## src/rtl/scariv_bru_pkg.sv

```systemverilog
// scariv_bru_pkg: branch-unit op encodings, op enum and program-order age comparison
// Ports: none (package). is_older orders wrapping age tags of up to AGE_W_MAX bits.
package scariv_bru_pkg;
  localparam logic [3:0] OP_EQ    = 4'd0;
  localparam logic [3:0] OP_NE    = 4'd1;
  localparam logic [3:0] OP_LT    = 4'd2;
  localparam logic [3:0] OP_GE    = 4'd3;
  localparam logic [3:0] OP_LTU   = 4'd4;
  localparam logic [3:0] OP_GEU   = 4'd5;
  localparam logic [3:0] OP_JAL   = 4'd6;
  localparam logic [3:0] OP_JALR  = 4'd7;
  localparam logic [3:0] OP_AUIPC = 4'd8;
  localparam int AGE_W_MAX = 16;
  typedef enum logic [3:0] {
    BRU_EQ    = OP_EQ,
    BRU_NE    = OP_NE,
    BRU_LT    = OP_LT,
    BRU_GE    = OP_GE,
    BRU_LTU   = OP_LTU,
    BRU_GEU   = OP_GEU,
    BRU_JAL   = OP_JAL,
    BRU_JALR  = OP_JALR,
    BRU_AUIPC = OP_AUIPC
  } bru_op_t;
  // The MSB of a w-bit tag is a wrap bit: when it differs the ordering of the low bits inverts.
  function automatic logic is_older(input logic [AGE_W_MAX-1:0] a, input logic [AGE_W_MAX-1:0] b, input int w);
    logic [AGE_W_MAX-1:0] h;
    logic [AGE_W_MAX-1:0] m;
    h = AGE_W_MAX'(1) << (w - 1);
    m = h - AGE_W_MAX'(1);
    return ((a & h) == (b & h)) ? ((a & m) < (b & m)) : ((a & m) > (b & m));
  endfunction
endpackage

```

## src/rtl/scariv_bru_lane.sv

```systemverilog
// scariv_bru_lane: one branch lane, EX1 register + compare/target arithmetic, EX2 result register
// Ports: i_valid/i_* EX0 issue (pre-squashed by the top), i_kill drops the EX1 entry at the edge,
// o_ex1_age for squash compares, o_* raw EX2 state (gated into outputs by the top).
module scariv_bru_lane
  import scariv_bru_pkg::*;
#(
  parameter int XLEN    = 64,
  parameter int VADDR_W = 39,
  parameter int AGE_W   = 7
) (
  input  logic               i_clk,
  input  logic               i_reset,
  input  logic               i_valid,
  input  logic               i_kill,
  input  logic [3:0]         i_op,
  input  logic [XLEN-1:0]    i_rs1,
  input  logic [XLEN-1:0]    i_rs2,
  input  logic [VADDR_W-1:0] i_pc,
  input  logic [31:0]        i_imm,
  input  logic               i_is_rvc,
  input  logic               i_wr_rd,
  input  logic               i_pred_taken,
  input  logic [VADDR_W-1:0] i_pred_target,
  input  logic [AGE_W-1:0]   i_age,
  output logic [AGE_W-1:0]   o_ex1_age,
  output logic               o_valid,
  output logic               o_taken,
  output logic [VADDR_W-1:0] o_target,
  output logic               o_wr_rd,
  output logic [XLEN-1:0]    o_wr_data,
  output logic               o_mispred,
  output logic               o_upd,
  output logic [AGE_W-1:0]   o_age
);
  typedef struct packed {
    logic               valid;
    bru_op_t            op;
    logic [XLEN-1:0]    rs1;
    logic [XLEN-1:0]    rs2;
    logic [VADDR_W-1:0] pc;
    logic [31:0]        imm;
    logic               is_rvc;
    logic               wr_rd;
    logic               pred_taken;
    logic [VADDR_W-1:0] pred_target;
    logic [AGE_W-1:0]   age;
  } ex1_t;
  typedef struct packed {
    logic               valid;
    logic               taken;
    logic [VADDR_W-1:0] target;
    logic               wr_rd;
    logic [XLEN-1:0]    wr_data;
    logic               mispred;
    logic               upd;
    logic [AGE_W-1:0]   age;
  } ex2_t;
  ex1_t ex1_d, ex1_q;
  ex2_t ex2_d, ex2_q;
  logic               taken;
  logic               is_auipc;
  logic               mispred;
  logic [VADDR_W-1:0] target;
  logic [VADDR_W-1:0] fallthrough;
  logic [XLEN-1:0]    pc_sum;
  always_comb begin
    ex1_d.valid       = i_valid;
    ex1_d.op          = bru_op_t'(i_op);
    ex1_d.rs1         = i_rs1;
    ex1_d.rs2         = i_rs2;
    ex1_d.pc          = i_pc;
    ex1_d.imm         = i_imm;
    ex1_d.is_rvc      = i_is_rvc;
    ex1_d.wr_rd       = i_wr_rd;
    ex1_d.pred_taken  = i_pred_taken;
    ex1_d.pred_target = i_pred_target;
    ex1_d.age         = i_age;
    is_auipc = ex1_q.op == BRU_AUIPC;
    taken = 1'b0;
    case (ex1_q.op)
      BRU_EQ:            taken = ex1_q.rs1 == ex1_q.rs2;
      BRU_NE:            taken = ex1_q.rs1 != ex1_q.rs2;
      BRU_LT:            taken = $signed(ex1_q.rs1) < $signed(ex1_q.rs2);
      BRU_GE:            taken = $signed(ex1_q.rs1) >= $signed(ex1_q.rs2);
      BRU_LTU:           taken = ex1_q.rs1 < ex1_q.rs2;
      BRU_GEU:           taken = ex1_q.rs1 >= ex1_q.rs2;
      BRU_JAL, BRU_JALR: taken = 1'b1;
      default:           taken = 1'b0;
    endcase
    pc_sum      = XLEN'($signed(ex1_q.pc)) + XLEN'($signed(ex1_q.imm));
    fallthrough = ex1_q.pc + (ex1_q.is_rvc ? VADDR_W'(2) : VADDR_W'(4));
    target      = ex1_q.op == BRU_JALR ? VADDR_W'(ex1_q.rs1 + XLEN'($signed(ex1_q.imm))) & ~VADDR_W'(1)
                                       : VADDR_W'(pc_sum);
    mispred     = ~is_auipc & ((taken != ex1_q.pred_taken) | (taken & (target != ex1_q.pred_target)));
    ex2_d.valid   = ex1_q.valid & ~i_kill;
    ex2_d.taken   = taken;
    ex2_d.target  = taken ? target : fallthrough;
    ex2_d.wr_rd   = ex1_q.wr_rd;
    ex2_d.wr_data = is_auipc ? pc_sum : XLEN'($signed(fallthrough));
    ex2_d.mispred = mispred;
    ex2_d.upd     = ~is_auipc;
    ex2_d.age     = ex1_q.age;
  end
  always_ff @(posedge i_clk) begin
    if (i_reset) begin
      ex1_q <= '0;
      ex2_q <= '0;
    end else begin
      ex1_q <= ex1_d;
      ex2_q <= ex2_d;
    end
  end
  assign o_ex1_age = ex1_q.age;
  assign o_valid   = ex2_q.valid;
  assign o_taken   = ex2_q.taken;
  assign o_target  = ex2_q.target;
  assign o_wr_rd   = ex2_q.wr_rd;
  assign o_wr_data = ex2_q.wr_data;
  assign o_mispred = ex2_q.mispred;
  assign o_upd     = ex2_q.upd;
  assign o_age     = ex2_q.age;
endmodule

```

## src/rtl/scariv_bru_multi_pipe.sv

```systemverilog
// scariv_bru_multi_pipe: N-lane 3-stage branch resolution with oldest-mispredict flush and younger squash
// Ports: i_* per-lane EX0 issue (packed [N_LANES]), i_flush global kill; o_wr/o_done/o_upd per-lane EX2
// reports; o_flush_* single redirect for the oldest surviving mispredict.
module scariv_bru_multi_pipe
  import scariv_bru_pkg::*;
#(
  parameter int N_LANES = 2,
  parameter int XLEN    = 64,
  parameter int VADDR_W = 39,
  parameter int AGE_W   = 7
) (
  input  logic                              i_clk,
  input  logic                              i_reset,
  input  logic [N_LANES-1:0]                i_valid,
  input  logic [N_LANES-1:0][3:0]           i_op,
  input  logic [N_LANES-1:0][XLEN-1:0]      i_rs1,
  input  logic [N_LANES-1:0][XLEN-1:0]      i_rs2,
  input  logic [N_LANES-1:0][VADDR_W-1:0]   i_pc,
  input  logic [N_LANES-1:0][31:0]          i_imm,
  input  logic [N_LANES-1:0]                i_is_rvc,
  input  logic [N_LANES-1:0]                i_wr_rd,
  input  logic [N_LANES-1:0]                i_pred_taken,
  input  logic [N_LANES-1:0][VADDR_W-1:0]   i_pred_target,
  input  logic [N_LANES-1:0][AGE_W-1:0]     i_age,
  input  logic                              i_flush,
  output logic [N_LANES-1:0]                o_wr_valid,
  output logic [N_LANES-1:0][XLEN-1:0]      o_wr_data,
  output logic [N_LANES-1:0]                o_done,
  output logic [N_LANES-1:0][AGE_W-1:0]     o_done_age,
  output logic [N_LANES-1:0]                o_upd_valid,
  output logic [N_LANES-1:0]                o_upd_taken,
  output logic [N_LANES-1:0][VADDR_W-1:0]   o_upd_target,
  output logic                              o_flush_valid,
  output logic [AGE_W-1:0]                  o_flush_age,
  output logic [VADDR_W-1:0]                o_flush_target
);
  logic [N_LANES-1:0]              ex2_valid, ex2_taken, ex2_wr_rd, ex2_mispred, ex2_upd, surv;
  logic [N_LANES-1:0][VADDR_W-1:0] ex2_target;
  logic [N_LANES-1:0][XLEN-1:0]    ex2_wr_data;
  logic [N_LANES-1:0][AGE_W-1:0]   ex2_age, ex1_age;
  logic                            sel_valid;
  logic [AGE_W-1:0]                sel_age;
  logic [VADDR_W-1:0]              sel_target;
  always_comb begin
    sel_valid  = 1'b0;
    sel_age    = '0;
    sel_target = '0;
    for (int i = 0; i < N_LANES; i++)
      if (ex2_valid[i] && ex2_mispred[i] &&
          (!sel_valid || is_older(AGE_W_MAX'(ex2_age[i]), AGE_W_MAX'(sel_age), AGE_W))) begin
        sel_valid  = 1'b1;
        sel_age    = ex2_age[i];
        sel_target = ex2_target[i];
      end
  end
  assign o_flush_valid  = sel_valid & ~i_flush;
  assign o_flush_age    = o_flush_valid ? sel_age : '0;
  assign o_flush_target = o_flush_valid ? sel_target : '0;
  for (genvar l = 0; l < N_LANES; l++) begin : g_lane
    // The selected lane itself is never younger than its own tag, so it survives.
    assign surv[l] = ex2_valid[l] & ~i_flush &
                     ~(sel_valid & is_older(AGE_W_MAX'(sel_age), AGE_W_MAX'(ex2_age[l]), AGE_W));
    scariv_bru_lane #(.XLEN(XLEN), .VADDR_W(VADDR_W), .AGE_W(AGE_W)) u_lane (
      .i_clk         (i_clk),
      .i_reset       (i_reset),
      .i_valid       (i_valid[l] & ~i_flush &
                      ~(o_flush_valid & is_older(AGE_W_MAX'(sel_age), AGE_W_MAX'(i_age[l]), AGE_W))),
      .i_kill        (i_flush |
                      (o_flush_valid & is_older(AGE_W_MAX'(sel_age), AGE_W_MAX'(ex1_age[l]), AGE_W))),
      .i_op          (i_op[l]),
      .i_rs1         (i_rs1[l]),
      .i_rs2         (i_rs2[l]),
      .i_pc          (i_pc[l]),
      .i_imm         (i_imm[l]),
      .i_is_rvc      (i_is_rvc[l]),
      .i_wr_rd       (i_wr_rd[l]),
      .i_pred_taken  (i_pred_taken[l]),
      .i_pred_target (i_pred_target[l]),
      .i_age         (i_age[l]),
      .o_ex1_age     (ex1_age[l]),
      .o_valid       (ex2_valid[l]),
      .o_taken       (ex2_taken[l]),
      .o_target      (ex2_target[l]),
      .o_wr_rd       (ex2_wr_rd[l]),
      .o_wr_data     (ex2_wr_data[l]),
      .o_mispred     (ex2_mispred[l]),
      .o_upd         (ex2_upd[l]),
      .o_age         (ex2_age[l])
    );
    assign o_done[l]       = surv[l];
    assign o_done_age[l]   = surv[l] ? ex2_age[l] : '0;
    assign o_wr_valid[l]   = surv[l] & ex2_wr_rd[l];
    assign o_wr_data[l]    = o_wr_valid[l] ? ex2_wr_data[l] : '0;
    assign o_upd_valid[l]  = surv[l] & ex2_upd[l];
    assign o_upd_taken[l]  = o_upd_valid[l] & ex2_taken[l];
    assign o_upd_target[l] = o_upd_valid[l] ? ex2_target[l] : '0;
  end
endmodule

```

## config.mk

```make
export PLATFORM = sky130hd
export DESIGN_NAME = scariv_bru_multi_pipe
export DESIGN_NICKNAME = d
export VERILOG_FILES = /design/src/rtl/scariv_bru_pkg.sv /design/src/rtl/scariv_bru_lane.sv /design/src/rtl/scariv_bru_multi_pipe.sv
export SDC_FILE = /design/constraint.sdc
export NUM_CORES = 2
export LEC_CHECK = 0
export CAP_MARGIN = 10
export CORE_AREA = 5 5 298 300
export CTS_CLUSTER_DIAMETER = 80
export DETAILED_ROUTE_END_ITERATION = 10
export DIE_AREA = 0 0 303 305
export PLACE_DENSITY = 0.7
export SLEW_MARGIN = 20
export SYNTH_ARGS = -nofsm -noshare
export SYNTH_HDL_FRONTEND = slang
export SYNTH_SLANG_ARGS = --single-unit
export TNS_END_PERCENT = 5
```

## constraint.sdc

```tcl
create_clock -name i_clk -period 9.7 [get_ports i_clk]
set_input_delay 2.425 -clock i_clk [delete_from_list [all_inputs] [get_ports i_clk]]
set_output_delay 2.425 -clock i_clk [all_outputs]
set_load 0.02 [all_outputs]
```

# Word-level counts from Yosys, hierarchy flattened
# Index checks and enable logic that the tools add are counted.
# totals
word_cells	177
output_inout_bits	275
ff_bits	736
input_bits	509
# classes
order_cmp	22
eq_ne	31
bitwise_logic	40
n_reduce_logical	9
n_mux	31
add_sub_neg	6
# op_table
cell	n
39-bit 2-to-1 mux	9
64-bit greater-or-equal comparator	4
64-bit < comparator	4
64-bit 2-to-1 mux	4
64-bit == test	2
64-bit inequality test	2
39-bit by 32-bit adder with 40-bit output	2
39-bit by 3-bit adder with 39-bit output	2
39-bit adder	2
39-bit inequality test	2
6-bit greater-than comparator	7
6-bit < comparator	7
7-bit 2-to-1 mux	5
4-bit by 3-bit == test with 1-bit output, second input constant	8
1-bit bitwise AND	27
4-bit by 2-bit == test with 1-bit output, second input constant	4
1-bit one-hot mux with 7 select lines	2
1-bit 2-to-1 mux	9
1-bit NOT	9
4-bit by 1-bit == test with 1-bit output, second input constant	2
4-bit == test, second input constant	2
4-bit logical NOT	2
1-bit == test	7
3-bit 2-to-1 mux	2
6 further kinds	13

# Longest topological paths before layout
# depth
ltp_word	14
mapped_depth	25

# Modules after synthesis
# Synthesis repeated with hierarchy kept, for this count alone.
# unflattened
hier_cells	5155
area_unflattened_um2	42688.4
# modules_own_cells
module	seq_area_each_um2	cells_per_inst	n_inst	area_each_um2
scariv_bru_lane at g_lane[1].u_lane	6886.6	2258	1	19342.3
scariv_bru_lane at g_lane[0].u_lane	6886.6	2153	1	18682.9
scariv_bru_multi_pipe	0.0	744	1	4663.2

# Worst setup path before layout
# OpenSTA, ideal clock, no wires.
# synth_path
kind	flip-flop to output port
from	reg g_lane[0].u_lane.ex2_q (netlist bit g_lane[0].u_lane.o_valid)
to	out o_wr_data[104] (netlist name)
required_ns	7.275
stages_incl_launch_ff	24
n_path_buf	4
arrival_time_ns	5.594
setup_slack_ns	1.681
cell_sequence	dfxtp_1 and2_1 clkbuf_1 nand2_1 ha_1 a21o_1 a21o_1 a221oi_1 mux2i_1 nor2_1 nor2_1 clkbuf_1 o21ai_0 ha_1 a21o_1 a21o_1 a21oi_1 o2bb2ai_1 a31oi_1 a21oi_1 nor3b_1 clkbuf_1 and3_1 buf_4
# synth_lines
item	line_no	rtl
from (decl)	scariv_bru_lane.sv:59	ex2_t ex2_d, ex2_q;
from (signal assigned)	scariv_bru_lane.sv:107	ex2_q <= '0;
from (signal assigned)	scariv_bru_lane.sv:110	ex2_q <= ex2_d;
to (decl)	scariv_bru_multi_pipe.sv:27	output logic [N_LANES-1:0][XLEN-1:0] o_wr_data,

==> summary.md <==
| Metric | Value |
|---|---|
| Outcome | `complete, no violations` |
| Worst Hold Class | `reg -> reg` |
| Comb power frac | `between 10% and 20%` |
| Pleak | `approximately 21 nW` |
| DPL Wire Length | `129.8 mm` |
| Pint | `about 5.4 mW` |
| Max-slew violations | `0` |
| Synth Flop Type | `dfxtp_1` |
| Cell variety after synth | `between 90 and 100` |
| Drt wl/cell | `~24 um` |
| Vias/cell | `between 5 and 6` |
| Number of global-route vias before repair | `between 30000 and 40000` |
| Worst-Margin Slew | `~1.2 ns` |
| Critical path's largest stage delay | `approximately 0.76 ns` |
| Gpl congestion | `between 1 and 1.5` |
| Post-CTS Setup Inserts | `0` |
| Ranking of synthesized cells by area | `dfxtp_1, ha_1, nor2b_1, a21oi_1, xnor2_1` |
| Clock Latency Late Sink | `around 0.64 ns` |
| Tot Pwr | `between 7 and 8 mW` |
| Root Driver | `clkbuf_16` |
| Req. time, crit path | `7.28 ns` |
| EDFF count, synth | `0` |
| Die Y | `about 310 um` |
| Pin count of the biggest net entering global routing | `between 150 and 200` |
| Cell Chain, Critical Path | `and2_2 > nand2_1 > ha_1 > a21o_1 > a21o_1 > a221oi_1 > mux2i_1 > nor2_1 > nor2_4 > buf_4 > nand2_1 > o21ai_1 > ha_1 > and4_1 > o21ai_0 > a21oi_1 > nor2_1 > mux2i_1 > a21oi_4 > and3_1 > clkdlybuf4s50_1` |
| Die width | `slightly above 300 um` |
| TritonCTS buffer count | `77` |
| Clk pwr share | `40.0%` |
| Layout cells sized above 1 | `roughly 4%` |
| Placeable core area | `between 0.08 and 0.09 mm^2` |
| Power Dens Cells | `roughly 150 mW/mm^2` |
| DRC | `0` |
| Max-cap violations | `0` |
| Yosys reg bits | `just under 700` |
| Startpoint class of the critical path | `flip-flop` |
| TritonCTS clock tree | `yes` |
| DP Area | `0.04838 mm^2` |
| Crit path max fanout | `48` |
| Worst Path Buf+Inv | `2` |
| Post-route clock period utilization | `92.94%` |
| Fmax | `110.9 MHz` |
| Syn Inst Count | `about 4800` |
| Critical path class | `reg -> out` |
| Routed vias | `between 30000 and 40000` |
| Avg Cell Area, Syn | `8.313 um^2` |
| Max clock buf depth | `3` |
| Area delta synth->final | `27.39%` |
| Reg power frac | `a little over two fifths` |
| Area leader, netlist | `dfxtp_1` |
| Setup TNS | `0 ns` |
| Detail Route Antenna Nets | `0` |
| First-pass GRT wire length | `about 230 mm` |
| Initial Utilization | `a little under half` |
| Full die area | `between 0.09 and 0.1 mm^2` |
| Final WL | `between 150 and 200 mm` |
| Crit path DAT | `approximately 6.6 ns` |
| Mapped Nets | `about 5700` |
| Row count | `roughly 110` |
| Global-route usage over all layers | `~33%` |
| First-pass DRT Iterations | `6` |
| R2R Path Start | `g_lane[1].u_lane.ex1_q[49]$_SDFF_PP0_` |
| Delay-heaviest family, CP | `simple AND/OR/NAND/NOR gates` |
| Clock slew at reported path FFs | `roughly 0.070 ns` |
| Initial antenna violation count | `20` |
| Rel. slew slack | `21.68%` |
| Tmin final | `9.015 ns` |
| Post-layout utilization of the core | `roughly 59%` |
| H-tree depth | `3` |
| Peak supply drop | `0.0001295 V` |
| Finished Cell Area | `approximately 0.05 mm^2` |
| CP Capture Type | `output port` |
| PortBufs | `roughly 780` |
| Remaining global-route overflow | `0` |
| Unrepaired setup endpoints after global routing | `no` |
| Sw Pwr | `roughly 2.3 mW` |
| Syn. warnings | `0` |
| Hold Startpoint | `g_lane[1].u_lane.ex1_q[252]$_SDFF_PP0_` |
| Worst setup path startpoint | `g_lane[0].u_lane.o_valid$_SDFF_PP0_` |
| Final setup fails | `0` |
| # IOs | `approximately 780` |
| Sw Share | `29.44%` |
| Clk_skew | `approximately 0.055 ns` |
| Yosys top cell area share | `34.34%` |
| Register area share after synthesis | `between 30 and 40%` |
| Most frequent cell after synthesis | `dfxtp_1` |
| Critical Path Slowest Stage Cell | `clkdlybuf4s50_1` |
| Final-stage net count | `~6300` |
| Clock sinks | `~690` |
| Initial drt markers | `approximately 4000` |
| CTS Hold Bufs | `0` |
| Synth top cells by count | `dfxtp_1, nor2b_1, nand2_1, nor2_1, ha_1` |
| Async SR Flop Fraction | `0%` |
| Synthesized area | `~0.04 mm^2` |
| Final Hold Vio Count | `0` |
-- kinds of logic after synthesis --
logic type               count (synthesis)  synth area share [%]
flip-flops                             688                 34.34
AND/OR/NAND/NOR                       1949                 25.75
XOR/XNOR                               282                 6.227
buffers and inverters                  523                 5.391
AO/OA/AOI/OAI                         1002                 16.57
adder cells (fa/ha/maj)                332                 10.47
multiplexers                            49                 1.248
-- stage by stage --
step	setup slack [ns]	hold slack (ns)	std cells
detailed placement	0.7316	0.4297	6490
finish	0.6849	0.4520	6638
global route	0.2253	0.4718	6634
global placement	0.7986	0.4249	6490
floorplan	1.681	0.3975	4825
CTS	0.08337	0.4442	6629
-- routing by layer --
metal / up-vias / share of wire, % / global-route usage, %
met2: 1745 / 44 / 51.72
li1: 17970 / - / -
met1: 17640 / 42 / 44.53
met3: 293 / 9.2 / 6.670
met5: - / 0.039 / 0
met4: 8 / 4.2 / 12.71
-- timing repair --
| item | in CTS | in global routing |
|---|---|---|
| endpoints found under the setup margin | 0 | 219 |
| gates resized for setup | 0 | 4 |
| hold endpoints to repair | 0 | 0 |
-- registers in the layout, summed over array words and instances (netlist names) --
register                 count
g_lane.u_lane.o_mispred      2
g_lane.u_lane.o_valid        2
g_lane.u_lane.o_taken        2
g_lane.u_lane.o_ex1_age     14
g_lane.u_lane.o_target      78
g_lane.u_lane.o_age         14
g_lane.u_lane.o_wr_rd        2
g_lane.u_lane.o_wr_data     80
g_lane.u_lane.o_upd          2
g_lane.u_lane.ex1_q        492
-- cell type report --
cell class                 instances  area [um^2]
fill                            7811        34850
multi-input combinational       3614        24240
sequential                       688        13770
timing repair buffer             813         8100
clock buffer                     102         2161
tap                             1155         1445
inverter                         220        825.8
clock inverter                    37        526.8
antenna                            9        22.52
-- worst register-to-register path: stages (launching register included) --
cell and delay [ns]:
dfxtp_1 0.39, ha_1 0.19, inv_1 0.06, fa_1 0.41, nand2b_1 0.21, a211oi_2 0.38, o2111ai_1 0.37, a2111oi_0 0.85
o41ai_1 0.24, o41ai_1 0.54, xor2_1 0.24, o22ai_1 0.34, xor2_1 0.22, o2111ai_1 0.17, nor4_2 0.71, nor2_1 0.07
-- worst paths after layout --
check,to,slack (ns),depth (start not counted)
max,o_wr_data[52],0.68,21
min reg2reg,g_lane[1].u_lane.o_valid$_SDFF_PP0_,0.45,2
min,g_lane[1].u_lane.o_valid$_SDFF_PP0_,0.45,2
max reg2reg,g_lane[1].u_lane.o_mispred$_SDFF_PP0_,4.16,15
-- power by group through the flow --
stage	sequential, mW	combinational [mW]	clock, mW
2_1_floorplan	3.13	0.880	0
3_3_place_gp	3.26	1.37	0
3_5_place_dp	3.25	1.38	0
4_1_cts	3.19	1.39	3.12
5_1_grt	3.20	1.53	3.24
6_report	3.20	1.41	3.08
-- cells in the final DEF (no fill, tap or decap), types with 38 or more instances in the layout --
cell	n
mux2i_1	41
o211ai_1	38
a21o_1	114
o21ai_0	146
nor2_1	349
dfxtp_1	687
clkdlybuf4s50_1	782
nand4_1	88
inv_1	219
a211oi_1	134
nor3_1	74
clkbuf_16	77
xnor2_1	156
and3_1	202
nor2b_1	528
and2_1	44
xor2_1	124
nand2_1	361
ha_1	326
nand3_1	132
a21oi_1	294
Note: power is estimated with default switching activity, not from simulation.
